--- config.mk ---
export PLATFORM = sky130hd
export DESIGN_NAME = hazard_scoreboard
export DESIGN_NICKNAME = d
export VERILOG_FILES = /design/src/rtl/hazard_pkg.sv /design/src/rtl/hazard_fwd_sel.sv /design/src/rtl/hazard_scoreboard.sv
export SDC_FILE = /design/constraint.sdc
export NUM_CORES = 1
export LEC_CHECK = 0
export CAP_MARGIN = 25
export CORE_AREA = 2 2 72 74
export DETAILED_ROUTE_END_ITERATION = 12
export DIE_AREA = 0 0 74 76
export HOLD_SLACK_MARGIN = 0.12
export PLACE_DENSITY = 0.79
export SLEW_MARGIN = 20
export SYNTH_ARGS = -nofsm -noshare
export SYNTH_HDL_FRONTEND = slang
export SYNTH_HIERARCHICAL = 1
export SYNTH_SLANG_ARGS = --single-unit
export TNS_END_PERCENT = 30
--- constraint.sdc ---
create_clock -name clk -period 5.7 [get_ports clk]
set_input_delay 1.14 -clock clk [delete_from_list [all_inputs] [get_ports clk]]
set_output_delay 1.14 -clock clk [all_outputs]
set_load 0.1 [all_outputs]
--- src/rtl/hazard_pkg.sv ---
// hazard_pkg: forward-select encodings, "operand not read" marker and the
// shadow-stage record shared by hazard_scoreboard and hazard_fwd_sel.
package hazard_pkg;

  // Record field widths; the scoreboard parameters default to these.
  localparam int HZ_RA_W = 5;
  localparam int HZ_T_W  = 2;

  // Forward-select encodings (D uses all four, E uses RF/W/M).
  localparam logic [1:0] FWD_RF = 2'd0;
  localparam logic [1:0] FWD_W  = 2'd1;
  localparam logic [1:0] FWD_M  = 2'd2;
  localparam logic [1:0] FWD_E  = 2'd3;

  // Tuse value meaning "this operand is not read".
  localparam logic [HZ_T_W-1:0] TUSE_NONE = '1;

  // Tags carried down the pipe for one instruction; all-zero is a bubble.
  typedef struct packed {
    logic [HZ_RA_W-1:0] rs;
    logic [HZ_RA_W-1:0] rt;
    logic [HZ_RA_W-1:0] dst;
    logic [HZ_T_W-1:0]  tnew;
  } stage_t;

  // Tnew one stage later: count down, stick at zero.
  function automatic logic [HZ_T_W-1:0] tnew_dec(input logic [HZ_T_W-1:0] t);
    return (t == '0) ? '0 : t - 1'b1;
  endfunction

endpackage

--- src/rtl/hazard_fwd_sel.sv ---
// hazard_fwd_sel: nearest-hit priority selector for one source operand.
// Finds the youngest stage (E > M > W) writing the operand, forwards it when
// its result is ready and flags a stall when the consumer needs it too early.
module hazard_fwd_sel
  import hazard_pkg::*;
#(
  parameter int RA_W  = HZ_RA_W,
  parameter int T_W   = HZ_T_W,
  parameter bit USE_E = 1'b1     // 0 for operands that already sit in E
) (
  input  logic [RA_W-1:0] src,
  input  logic [T_W-1:0]  tuse,
  input  logic [RA_W-1:0] dst_e,
  input  logic [T_W-1:0]  tnew_e,
  input  logic [RA_W-1:0] dst_m,
  input  logic [T_W-1:0]  tnew_m,
  input  logic [RA_W-1:0] dst_w,
  input  logic [T_W-1:0]  tnew_w,
  output logic [1:0]      fwd,
  output logic            stall
);

  logic [1:0]     hit_stage;
  logic [T_W-1:0] hit_tnew;

  // Nearest producing stage; register 0 never matches anything.
  always_comb begin
    hit_stage = FWD_RF;
    hit_tnew  = '0;
    if (src != '0) begin
      if (USE_E && (dst_e == src)) begin
        hit_stage = FWD_E;
        hit_tnew  = tnew_e;
      end else if (dst_m == src) begin
        hit_stage = FWD_M;
        hit_tnew  = tnew_m;
      end else if (dst_w == src) begin
        hit_stage = FWD_W;
        hit_tnew  = tnew_w;
      end
    end
  end

  // Forward only a ready result; stall if it will still be late next cycle.
  always_comb begin
    fwd   = (hit_tnew == '0) ? hit_stage : FWD_RF;
    stall = 1'b0;
    if (tuse != TUSE_NONE) begin
      case (hit_stage)
        FWD_E:   stall = (hit_tnew > tuse);
        FWD_M:   stall = (hit_tnew > T_W'(1)) && ((hit_tnew - T_W'(1)) > tuse);
        default: stall = 1'b0;
      endcase
    end
  end

endmodule

--- src/rtl/hazard_scoreboard.sv ---
// hazard_scoreboard: Tuse/Tnew hazard unit for the 5-stage F/D/E/M/W pipe.
// D-stage tags are shadowed through E/M/W; stall and forward selects are
// combinational from those shadows plus the D inputs.
// Optional macro HAZARD_MDU_EN adds the mult/div busy window and its stall.
module hazard_scoreboard
  import hazard_pkg::*;
#(
  parameter int RA_W        = HZ_RA_W,
  parameter int T_W         = HZ_T_W,
  parameter int MULT_CYCLES = 5,
  parameter int DIV_CYCLES  = 10
) (
  input  logic            clk,
  input  logic            reset,
  input  logic [RA_W-1:0] rs_d,
  input  logic [RA_W-1:0] rt_d,
  input  logic [T_W-1:0]  tuse_rs_d,
  input  logic [T_W-1:0]  tuse_rt_d,
  input  logic [RA_W-1:0] dst_d,
  input  logic [T_W-1:0]  tnew_d,
  input  logic            md_start_d,
  input  logic            md_div_d,
  input  logic            md_use_d,
  output logic            stall,
  output logic [1:0]      fwd_rs_d,
  output logic [1:0]      fwd_rt_d,
  output logic [1:0]      fwd_rs_e,
  output logic [1:0]      fwd_rt_e,
  output logic            fwd_rt_m,
  output logic            md_busy
);

  stage_t e_reg, m_reg, w_reg;
  stage_t e_next, m_next, w_next;

  logic       hz_stall;
  logic       md_stall;

  logic [RA_W-1:0] op_src  [4];
  logic [T_W-1:0]  op_tuse [4];
  logic [1:0]      op_fwd  [4];
  logic [3:0]      op_stall;

  // Pipe advance: bubble into E on stall, tnew counts down per stage.
  always_comb begin
    e_next = '0;
    if (!stall) begin
      e_next.rs   = rs_d;
      e_next.rt   = rt_d;
      e_next.dst  = dst_d;
      e_next.tnew = tnew_d;
    end
    m_next      = e_reg;
    m_next.tnew = tnew_dec(e_reg.tnew);
    w_next      = m_reg;
    w_next.tnew = tnew_dec(m_reg.tnew);
  end

  // Shadow registers; reset empties the pipe and overrides any stall.
  always_ff @(posedge clk) begin
    if (reset) begin
      e_reg <= '0;
      m_reg <= '0;
      w_reg <= '0;
    end else begin
      e_reg <= e_next;
      m_reg <= m_next;
      w_reg <= w_next;
    end
  end

  // Operand list: 0/1 are the D sources, 2/3 the E sources (never stall).
  always_comb begin
    op_src[0]  = rs_d;
    op_src[1]  = rt_d;
    op_src[2]  = e_reg.rs;
    op_src[3]  = e_reg.rt;
    op_tuse[0] = tuse_rs_d;
    op_tuse[1] = tuse_rt_d;
    op_tuse[2] = TUSE_NONE;
    op_tuse[3] = TUSE_NONE;
  end

  genvar gi;
  generate
    for (gi = 0; gi < 4; gi++) begin : g_sel
      hazard_fwd_sel #(
        .RA_W  (RA_W),
        .T_W   (T_W),
        .USE_E (gi < 2)
      ) u_sel (
        .src    (op_src[gi]),
        .tuse   (op_tuse[gi]),
        .dst_e  (e_reg.dst),
        .tnew_e (e_reg.tnew),
        .dst_m  (m_reg.dst),
        .tnew_m (m_reg.tnew),
        .dst_w  (w_reg.dst),
        .tnew_w (w_reg.tnew),
        .fwd    (op_fwd[gi]),
        .stall  (op_stall[gi])
      );
    end
  endgenerate

  assign hz_stall = |op_stall;
  assign stall    = hz_stall | md_stall;
  assign fwd_rs_d = op_fwd[0];
  assign fwd_rt_d = op_fwd[1];
  assign fwd_rs_e = op_fwd[2];
  assign fwd_rt_e = op_fwd[3];
  assign fwd_rt_m = (m_reg.rt != '0) && (w_reg.dst == m_reg.rt);

  // Shadow source fields past the last consumer are kept for debug visibility.
  logic shadow_unused;
  assign shadow_unused = ^{m_reg.rs, w_reg.rs, w_reg.rt};

`ifdef HAZARD_MDU_EN
  localparam int MD_MAX   = (DIV_CYCLES > MULT_CYCLES) ? DIV_CYCLES : MULT_CYCLES;
  localparam int MD_CNT_W = $clog2(MD_MAX + 1);

  logic                md_start_e_reg;
  logic                md_div_e_reg;
  logic [MD_CNT_W-1:0] md_cnt_reg;

  // MDU window: flag follows the op into E, counter loads behind it and drains.
  always_ff @(posedge clk) begin
    if (reset) begin
      md_start_e_reg <= 1'b0;
      md_div_e_reg   <= 1'b0;
      md_cnt_reg     <= '0;
    end else begin
      md_start_e_reg <= md_start_d & ~stall;
      md_div_e_reg   <= md_div_d & ~stall;
      if (md_start_e_reg)
        md_cnt_reg <= md_div_e_reg ? MD_CNT_W'(DIV_CYCLES) : MD_CNT_W'(MULT_CYCLES);
      else if (md_cnt_reg != '0)
        md_cnt_reg <= md_cnt_reg - 1'b1;
    end
  end

  assign md_busy  = (md_cnt_reg != '0) | md_start_e_reg;
  assign md_stall = md_use_d & md_busy;
`else
  localparam int MD_UNUSED_CYCLES = MULT_CYCLES + DIV_CYCLES;
  logic md_inputs_unused;
  assign md_inputs_unused = ^{md_start_d, md_div_d, md_use_d};
  assign md_busy  = 1'b0;
  assign md_stall = 1'b0;
`endif

endmodule

=== After elaboration in Yosys (flattened, before gate mapping) ===
Cells that the tools add are included.

* Register bits: 36
* Input port bits: 26
* Output and inout bits: 11

* Reduce and logical (&&, ||, !) cells: 18
* Eq/ne operators: 17
* Mux-type cells: 36
* Order comparisons: 6
* $add $sub $neg: 4

{| class="wikitable"
|+ Operators by type and width
! cell !! count
|-
| $mux 2 || 28
|-
| $eq 5x5->1 || 11
|-
| $reduce_bool 5->1 || 5
|-
| $logic_not 2->1 || 6
|-
| $eq 2x2->1 const B || 4
|-
| $gt 2x2->1 || 4
|-
| $sub 2x1->2 const B || 4
|-
| $mux 1 || 6
|-
| $reduce_or 2->1 || 3
|-
| $gt 2x1->1 const B || 2
|-
| $ne 2x2->1 const B || 2
|-
| $pmux 1 s2 || 2
|-
| $logic_and 1x1->1 || 3
|-
| $reduce_or 3->1 || 1
|}

=== Longest topological paths before layout ===
* Depth after elaboration: 11
* Depth in mapped cells: 16

=== By module ===
The synthesis kept the hierarchy.

{| class="wikitable"
|+ By module, submodules not included
! module !! cells an instance !! instances !! area an instance (um^2)
|-
| hazard_scoreboard || 95 || 1 || 1116.1
|-
| hazard_fwd_sel at g_sel[0].u_sel ... || 57 || 2 || 427.9
|-
| hazard_fwd_sel at g_sel[2].u_sel ... || 38 || 2 || 319.1
|}

=== Worst setup path before layout ===
No wires, ideal clock.

* Path type: in2out
* Start: in rt_d[0]
* End: out stall
* Path buffers: 0
* Stages on the path: 13
* Data required time: 4.560 ns
* Path slack: 0.677 ns
* Arrival: 3.883 ns
* Cells stage by stage: xor2_1 nor3_2 o2111a_2 a221oi_2 or3_1 ha_1 inv_1 ha_1 a21oi_1 o21ai_0 or4_4 a221oi_2 or4_4

* Word-level cells in the longest chain between the ends: 11
* Elaborated cells between the ends (all ways): 22

{| class="wikitable"
|+ RTL lines
! item !! RTL line !! RTL
|-
| start, declared || hazard_scoreboard.sv:16 || <nowiki>input logic [RA_W-1:0] rt_d,</nowiki>
|-
| $eq 5x5->1 || hazard_fwd_sel.sv:37 || <nowiki>end else if (dst_w == src) begin</nowiki>
|-
| $mux 2 || hazard_fwd_sel.sv:37 ||
|-
| $mux 2 || hazard_fwd_sel.sv:34 || <nowiki>end else if (dst_m == src) begin</nowiki>
|-
| $mux 2 || hazard_fwd_sel.sv:31 || <nowiki>if (USE_E && (dst_e == src)) begin</nowiki>
|-
| $mux 2 || hazard_fwd_sel.sv:30 || <nowiki>if (src != '0) begin</nowiki>
|-
| $sub 2x1->2 || hazard_fwd_sel.sv:51 || <nowiki>FWD_M: stall = (hit_tnew > T_W'(1)) && ((hit_tnew - T_W'(1)) > tuse);</nowiki>
|-
| $gt 2x2->1 || hazard_fwd_sel.sv:51 ||
|-
| $logic_and 1x1->1 || hazard_fwd_sel.sv:51 ||
|-
| $pmux 1 s2 (*) || hazard_fwd_sel.sv:49 || <nowiki>case (hit_stage)</nowiki>
|-
| $mux 1 (*) || hazard_fwd_sel.sv:48 || <nowiki>if (tuse != TUSE_NONE) begin</nowiki>
|-
| via op_stall[1] || hazard_scoreboard.sv:42 || <nowiki>logic [3:0] op_stall;</nowiki>
|-
| $reduce_or 2->1 (*) || hazard_scoreboard.sv:106 || <nowiki>assign hz_stall = |op_stall;</nowiki>
|-
| end, declared || hazard_scoreboard.sv:24 || <nowiki>output logic stall,</nowiki>
|}

Mark *: on every way through the listed nets, which the timed path passes. The rest lies on a longest branch.

=== Worst setup path in the final report ===
Ends and elaborated chain as after synthesis.

==> flow_metrics.env <==
export IMPL_fin_skew_ns=0.0118
export IMPL_numCtsBuffers=5
export IMPL_routed_via_count=2073
export IMPL_layout_nets=387
export IMPL_clock_sinks=36
export IMPL_wl_met3_um=177
export IMPL_critPathSlowestCell="or4_4"
export IMPL_slew_headroom_pct=35.3
export IMPL_dr_first_iter_drc_count=61
export IMPL_cts_clk_slew_worst_paths_ns=0.06
export IMPL_drcViolationCount=0
export IMPL_outcome="finished clean"
export IMPL_yosysSeqAreaShare_pct=27.6
export IMPL_rows=26
export IMPL_max_freq_mhz=181
export IMPL_netlist_area_sq_um=2610
export IMPL_whs_ns=0.502
export IMPL_r2r_cells=16
export IMPL_crit_fanout=4
export IMPL_min_to="m_reg[0]"
export IMPL_routedWlPerCell_um=12.7
export IMPL_end_kind="output pin"
export IMPL_cts_tree="done"
export IMPL_cp_required_ns=4.56
export IMPL_dr_max_layer_used="met4"
export IMPL_drtPass1Iterations=4
export IMPL_period_needed_ns=5.54
export IMPL_place_gp_congestion=0.834
export IMPL_rsz0062_at_grt="no"
export IMPL_syn_to_final_growth_pct=24.6
export IMPL_die_y_um=76
export IMPL_drv_cap=0
export IMPL_viasPerCell=5.06
export IMPL_syn_inst=285
export IMPL_grt_max_degree=21
export IMPL_routed_wl_um=5200
export IMPL_ios=37
export IMPL_grt_pass1_wl_um=9130
export IMPL_ctsHoldBuffers=0
export IMPL_async_reset_ff_share_pct=0
export IMPL_cp_cell_sequence="dlygate4sd2_1 > buf_4 > xor2_2 > o2111a_2 > a221oi_4 > or3_4 > ha_1 > inv_1 > ha_1 > nor2b_1 > o21ai_0 > or4_4 > a221oi_2 > or4_4 > buf_12"
export IMPL_worstSetupPathType="in2out"
export IMPL_grtUsageTotal_pct=20.7
export IMPL_initial_utilization_pct=53.1
export IMPL_final_antenna_net_count=0
export IMPL_r2r_start="m_reg[4]"
export IMPL_die_area_sq_um=5620
export IMPL_fin_crit_sh_pct=97.1
export IMPL_synth_edf_count=0
export IMPL_whs_path_depth=1
export IMPL_clk_latency_ns=0.29
export IMPL_drt_met1_wl_um=2200
export IMPL_cp_num_buf_inv=4
export IMPL_avgSynthCellArea_sq_um=9.16
export IMPL_finalSetupViolCount=0
export IMPL_die_w_um=74
export IMPL_ys_warnings_count=6
export IMPL_hold_class="reg2reg"
export IMPL_reg2reg_slack_ns=1.80
export IMPL_power_density_nw_per_um2=209
export IMPL_root_buffer="clkbuf_8"
export IMPL_worst_slew_pin_slew_ns=0.967
export IMPL_port_buffers=32
export IMPL_htreeDepth=2
export IMPL_crit_reg2reg_capture="e_reg[4]"
export IMPL_startpoint_type="input port"
export IMPL_antenna_found_initial=0
export IMPL_dp_cells=402
export IMPL_largest_reg_flops=17
export IMPL_leakagePower_uw=0.00133
export IMPL_place_detailed_hpwl_um=4210
export IMPL_post_cts_buffers=0
export IMPL_finalSetupTns_ns=0
export IMPL_ys_types=43
export IMPL_drive_gt1_share_pct=19.7
export IMPL_finish_utilization_pct=66.2
export IMPL_cpLargestDelayFamily="simple AND/OR/NAND/NOR gates"
export IMPL_ys_flop_type="dfxtp_1"
export IMPL_core_sq_um=4910
export IMPL_wl_met2_um=2720
export IMPL_final_max_slew_violation_count=0
export IMPL_ys_seq_elements=36
export IMPL_grt_pass1_vias=2029
export IMPL_cp_slowest_stage_delay_ns=0.56
export IMPL_num_antenna_cells=0
export IMPL_hold_viol_final=0
export IMPL_arrival_ns=4.40
export IMPL_cts_root_to_sink_buffers=2
export IMPL_ir_worst_vdd_uv=189
export IMPL_min_from="e_reg[0]"
export IMPL_grt_remaining_overflow=0
export IMPL_layoutNonFillerInstCount=410
==> through the flow <==
step	worst slack (ns)	power, uW	cell area, sq um
after floorplan	0.677	442	2640
after global placement	-0.0617	495	3110
after detailed placement	-0.0968	500	3110
after CTS	0.0141	682	3220
after global routing	0.0274	718	3250
final	0.164	681	3250
==> cells in the final DEF, fill, tap and decap left out, drive strengths merged, types with 9 or more instances in the layout <==
| cell type | instances |
|---|---|
| clkdlybuf4s50 | 17 |
| ha | 22 |
| nor2b | 25 |
| and2 | 19 |
| xnor2 | 42 |
| nand2 | 13 |
| inv | 18 |
| xor2 | 12 |
| conb | 9 |
| nor2 | 16 |
| buf | 19 |
| nor3 | 10 |
| dfxtp | 36 |
==> metal layers <==
layer / up-vias / GRT usage, %
li1: 1065 / -
met1: 959 / 24.6
met2: 40 / 36.0
met3: 9 / 4.50
met4: 0 / 7.09
met5: - / 0
==> worst max-delay path by stage <==
| stage | from | endpoint | slack [ns] | cells past startpoint |
|---|---|---|---|---|
| finish | rt_d[0] | stall | 0.16 | 15 |
| floorplan | rt_d[0] | stall | 0.68 | 13 |
| detailed placement | rs_d[0] | stall | -0.1 | 16 |
| global route | rt_d[0] | stall | 0.03 | 15 |
| global placement | rs_d[1] | stall | -0.06 | 15 |
| CTS | rt_d[2] | stall | 0.01 | 15 |
==> cell usage after synthesis (3+ instances only) <==
master    instances  share of area (%)
nand2_1          13                1.9
inv_1            18                2.6
or4_4             5                2.2
a221oi_2          4                2.3
nor2b_1          21                5.0
a21oi_1           5               0.96
dfxtp_1          36                 28
and2_2           13                3.7
a31oi_1           4               0.96
nor4b_1           4                1.3
nor3_1            8                1.5
buf_4             3               0.86
ha_1             22                 11
o21ai_0           4               0.77
nor2b_2           4                1.3
xor2_1           12                4.0
xnor2_1          42                 14
nor2_1           13                1.9
and2_1            4               0.96
nand3_1           6                1.2
nand4_1           3               0.72
==> cells by family (layout without fill, tap and decap cells) <==
family	Yosys count	in the layout	share of synthesized area [%]
simple gates	117	117	29.7
fa+ha+maj	22	22	10.5
buf+inv	24	72	4.17
compound gates	30	30	9.54
xor+xnor	54	54	18.1
flops	36	36	27.6
other cells	2	9	0.288
==> cell type report <==
cell class	count	area, sq um
repair buffers	46	424
multi-input cells	232	1860
inverters	18	67.6
fillers	389	1660
well taps	70	87.6
flip-flops and latches	36	721
clock buffers	7	86.3
clock inverters	1	7.51
==> timing repair <==
item                       CTS  global route
pin swaps                    0             5
hold endpoints to repair     0             0
resized for setup           11             8
setup endpoints to repair    1             1
cloned                       0             0
==> where the power goes <==
| group | leakage (uW) | internal (uW) | switching, uW | total (uW) |
|---|---|---|---|---|
| registers | 0.000297 | 265 | 21.2 | 287 |
| logic | 0.000989 | 88.6 | 121 | 209 |
| clock network | 0.0000445 | 98.1 | 86.9 | 185 |
| total | 0.00133 | 452 | 229 | 681 |
Note: power is estimated with default switching activity, not from simulation.
==> variant, RTL diff (same settings) <==
Build with the macro `HAZARD_MDU_EN` defined.
--- a/src/rtl/hazard_scoreboard.sv
+++ b/src/rtl/hazard_scoreboard.sv
@@ -4,2 +4,4 @@
 // Optional macro HAZARD_MDU_EN adds the mult/div busy window and its stall.
+`define HAZARD_MDU_EN
+
 module hazard_scoreboard
Formal check against the unedited RTL: not equivalent (a bounded check fails within 4 cycles, from zero or initial values and one cycle with reset high).
==> variant against the unedited design <==
Cell count increased by 9.8%; design area increased by 14%; sequential cell count increased by 6; register-to-register slack got worse by 0.10 ns; critical path depth increased by 1; worst setup slack got worse by 0.11 ns; wire length increased by 28%; synthesized area increased by 11%.
Power is not compared: it rests on default switching activity, and its combinational part moved more than twofold at a synthesized area within 25%.
==> variant: results (changes against the unedited design) <==
status: "finished, final reports clean"
critPathMaxFanout: 3  # -1
cts_buffer_depth: 2  # unchanged
ctsHtreeMaxLevel: 2  # unchanged
synth_xor_xnor_area_share_pct: 17.2  # -0.91 points
grt_pass1_wl_um: 10900  # +20%
peakVddDrop_uv: 327
port_buffers: 36  # +13%
root_buffer: "clkbuf_8"
n_antenna_cell: 0  # unchanged
synthAdderAreaFrac_pct: 10.4  # -0.19 points
crit_slowest_cell: "or4_4"
ys_seq_area_share_pct: 29.0  # +1.4 points
drt-total-wl_um: 6640  # +28%
cellLeakagePower_uw: 0.00151
clk_pin_slew_ns: 0.07
slew_headroom_pct: 30.6  # -4.7 points
synth-compound-area-share_pct: 10.4  # +0.86 points
num_vias: 2417  # +17%
cts_inserted_buffers: 5  # unchanged
grt_max_degree: 27  # +29%
cp.arrival_ns: 4.50  # +0.10 ns
final_net_count: 430  # +11%
synth_area_leaders: "dfxtp_1 29%, xnor2_1 14%, ha_1 10%, nor2b_1 4.5%, and2_2 3.9%"
synthTopCellsByCount: "45 x xnor2_1, 42 x dfxtp_1, 24 x ha_1"
first_global_vias: 2499  # +23%
drive_above_1_share_pct: 26.1  # +6.3 points
skew_ns: 0.00315  # -0.00861 ns
antenna_found_initial: 0  # unchanged
synth-main-ff-cell: "dfxtp_1"
gp_congestion: 0.897  # +7.5%
power.internal_uw: 736
critPathTopFamily: "compound AO/OA/AOI/OAI gates"
yosys_warnings: 6  # unchanged
drt-initial-drc-count: 96  # +57%
track_usage_pct: 24.9  # +4.2 points
hpwl_um: 5040  # +20%
insertion_delay_ns: 0.29  # about the same
drt_first_pass_iters: 4  # unchanged
synth.distinct_cells: 48  # +12%
largest_reg_flops: 17  # unchanged
min_path_type: "reg -> reg"
muxShareOfSynthArea_pct: 0.388  # +0.39 points
dp_slack_ns: -0.268  # -0.171 ns
cpPeakStageDelay_ns: 0.42  # -0.14 ns
async_flop_share_pct: 0  # unchanged
[variant: changes by cell type after synthesis, moves of 2 or more]
cell     before  now
and2_2       13   15
xnor2_1      42   45
o22ai_1       0    3
inv_1        18   20
ha_1         22   24
or3_1         2    4
dfxtp_1      36   42
[variant: through the flow]
| stage | TNS, ns | instances | area (sq um) |
|---|---|---|---|
| detailed placement | -0.268 | 443 | 3510 |
| global route | -0.0886 | 450 | 3710 |
| CTS | 0 | 450 | 3640 |
| global placement | -0.150 | 443 | 3510 |
| finish | 0 | 450 | 3710 |
| floorplan | 0 | 319 | 2930 |
[variant: final cells by class]
type / count / area, sq um
sequential: 42 / 841
clock buffer: 6 / 82.6
fill: 343 / 1200
clock inverter: 1 / 30.0
multi-input combinational: 252 / 2090
timing repair buffer: 59 / 502
inverter: 20 / 75.1
tap: 70 / 87.6
[variant: cells by family (layout without fill, tap and decap cells)]
| group | Yosys count | count (layout) |
|---|---|---|
| flops | 42 | 42 |
| fa+ha+maj | 24 | 24 |
| compound gates | 36 | 36 |
| other cells | 1 | 8 |
| simple gates | 126 | 126 |
| buf+inv | 25 | 86 |
| xor+xnor | 57 | 57 |
| mux | 1 | 1 |
[variant: worst paths after layout]
| check | start | end | slack [ns] | depth (start not counted) |
|---|---|---|---|---|
| setup / recovery | rt_d[2] | stall | 0.06 | 16 |
| hold / removal | e_reg[3] | m_reg[3] | 0.52 | 1 |
| setup reg to reg | w_reg[6] | e_reg[6] | 1.70 | 16 |
| hold reg to reg | e_reg[3] | m_reg[3] | 0.52 | 1 |
[variant: metal layers]
layer / GRT usage, % / up-vias / part of all wire (%)
met5: 0 / - / 0
met4: 6.18 / 0 / 1.1
met3: 4.63 / 10 / 3.3
met2: 47.8 / 39 / 55
met1: 26.9 / 1178 / 41
li1: - / 1190 / -
[variant: power by group through the flow]
stage               sequential (uW)  combinational [uW]  clock [uW]
floorplan                       385                 490           0
global placement                400                 603           0
detailed placement              402                 617           0
CTS                             396                 622         239
global route                    404                 688         252
finish                          399                 638         236
[variant: repair_timing]
item,CTS,global route
pin swaps,9,22
resized for setup,20,36
setup buffers,0,0
endpoints found under the setup margin,1,1
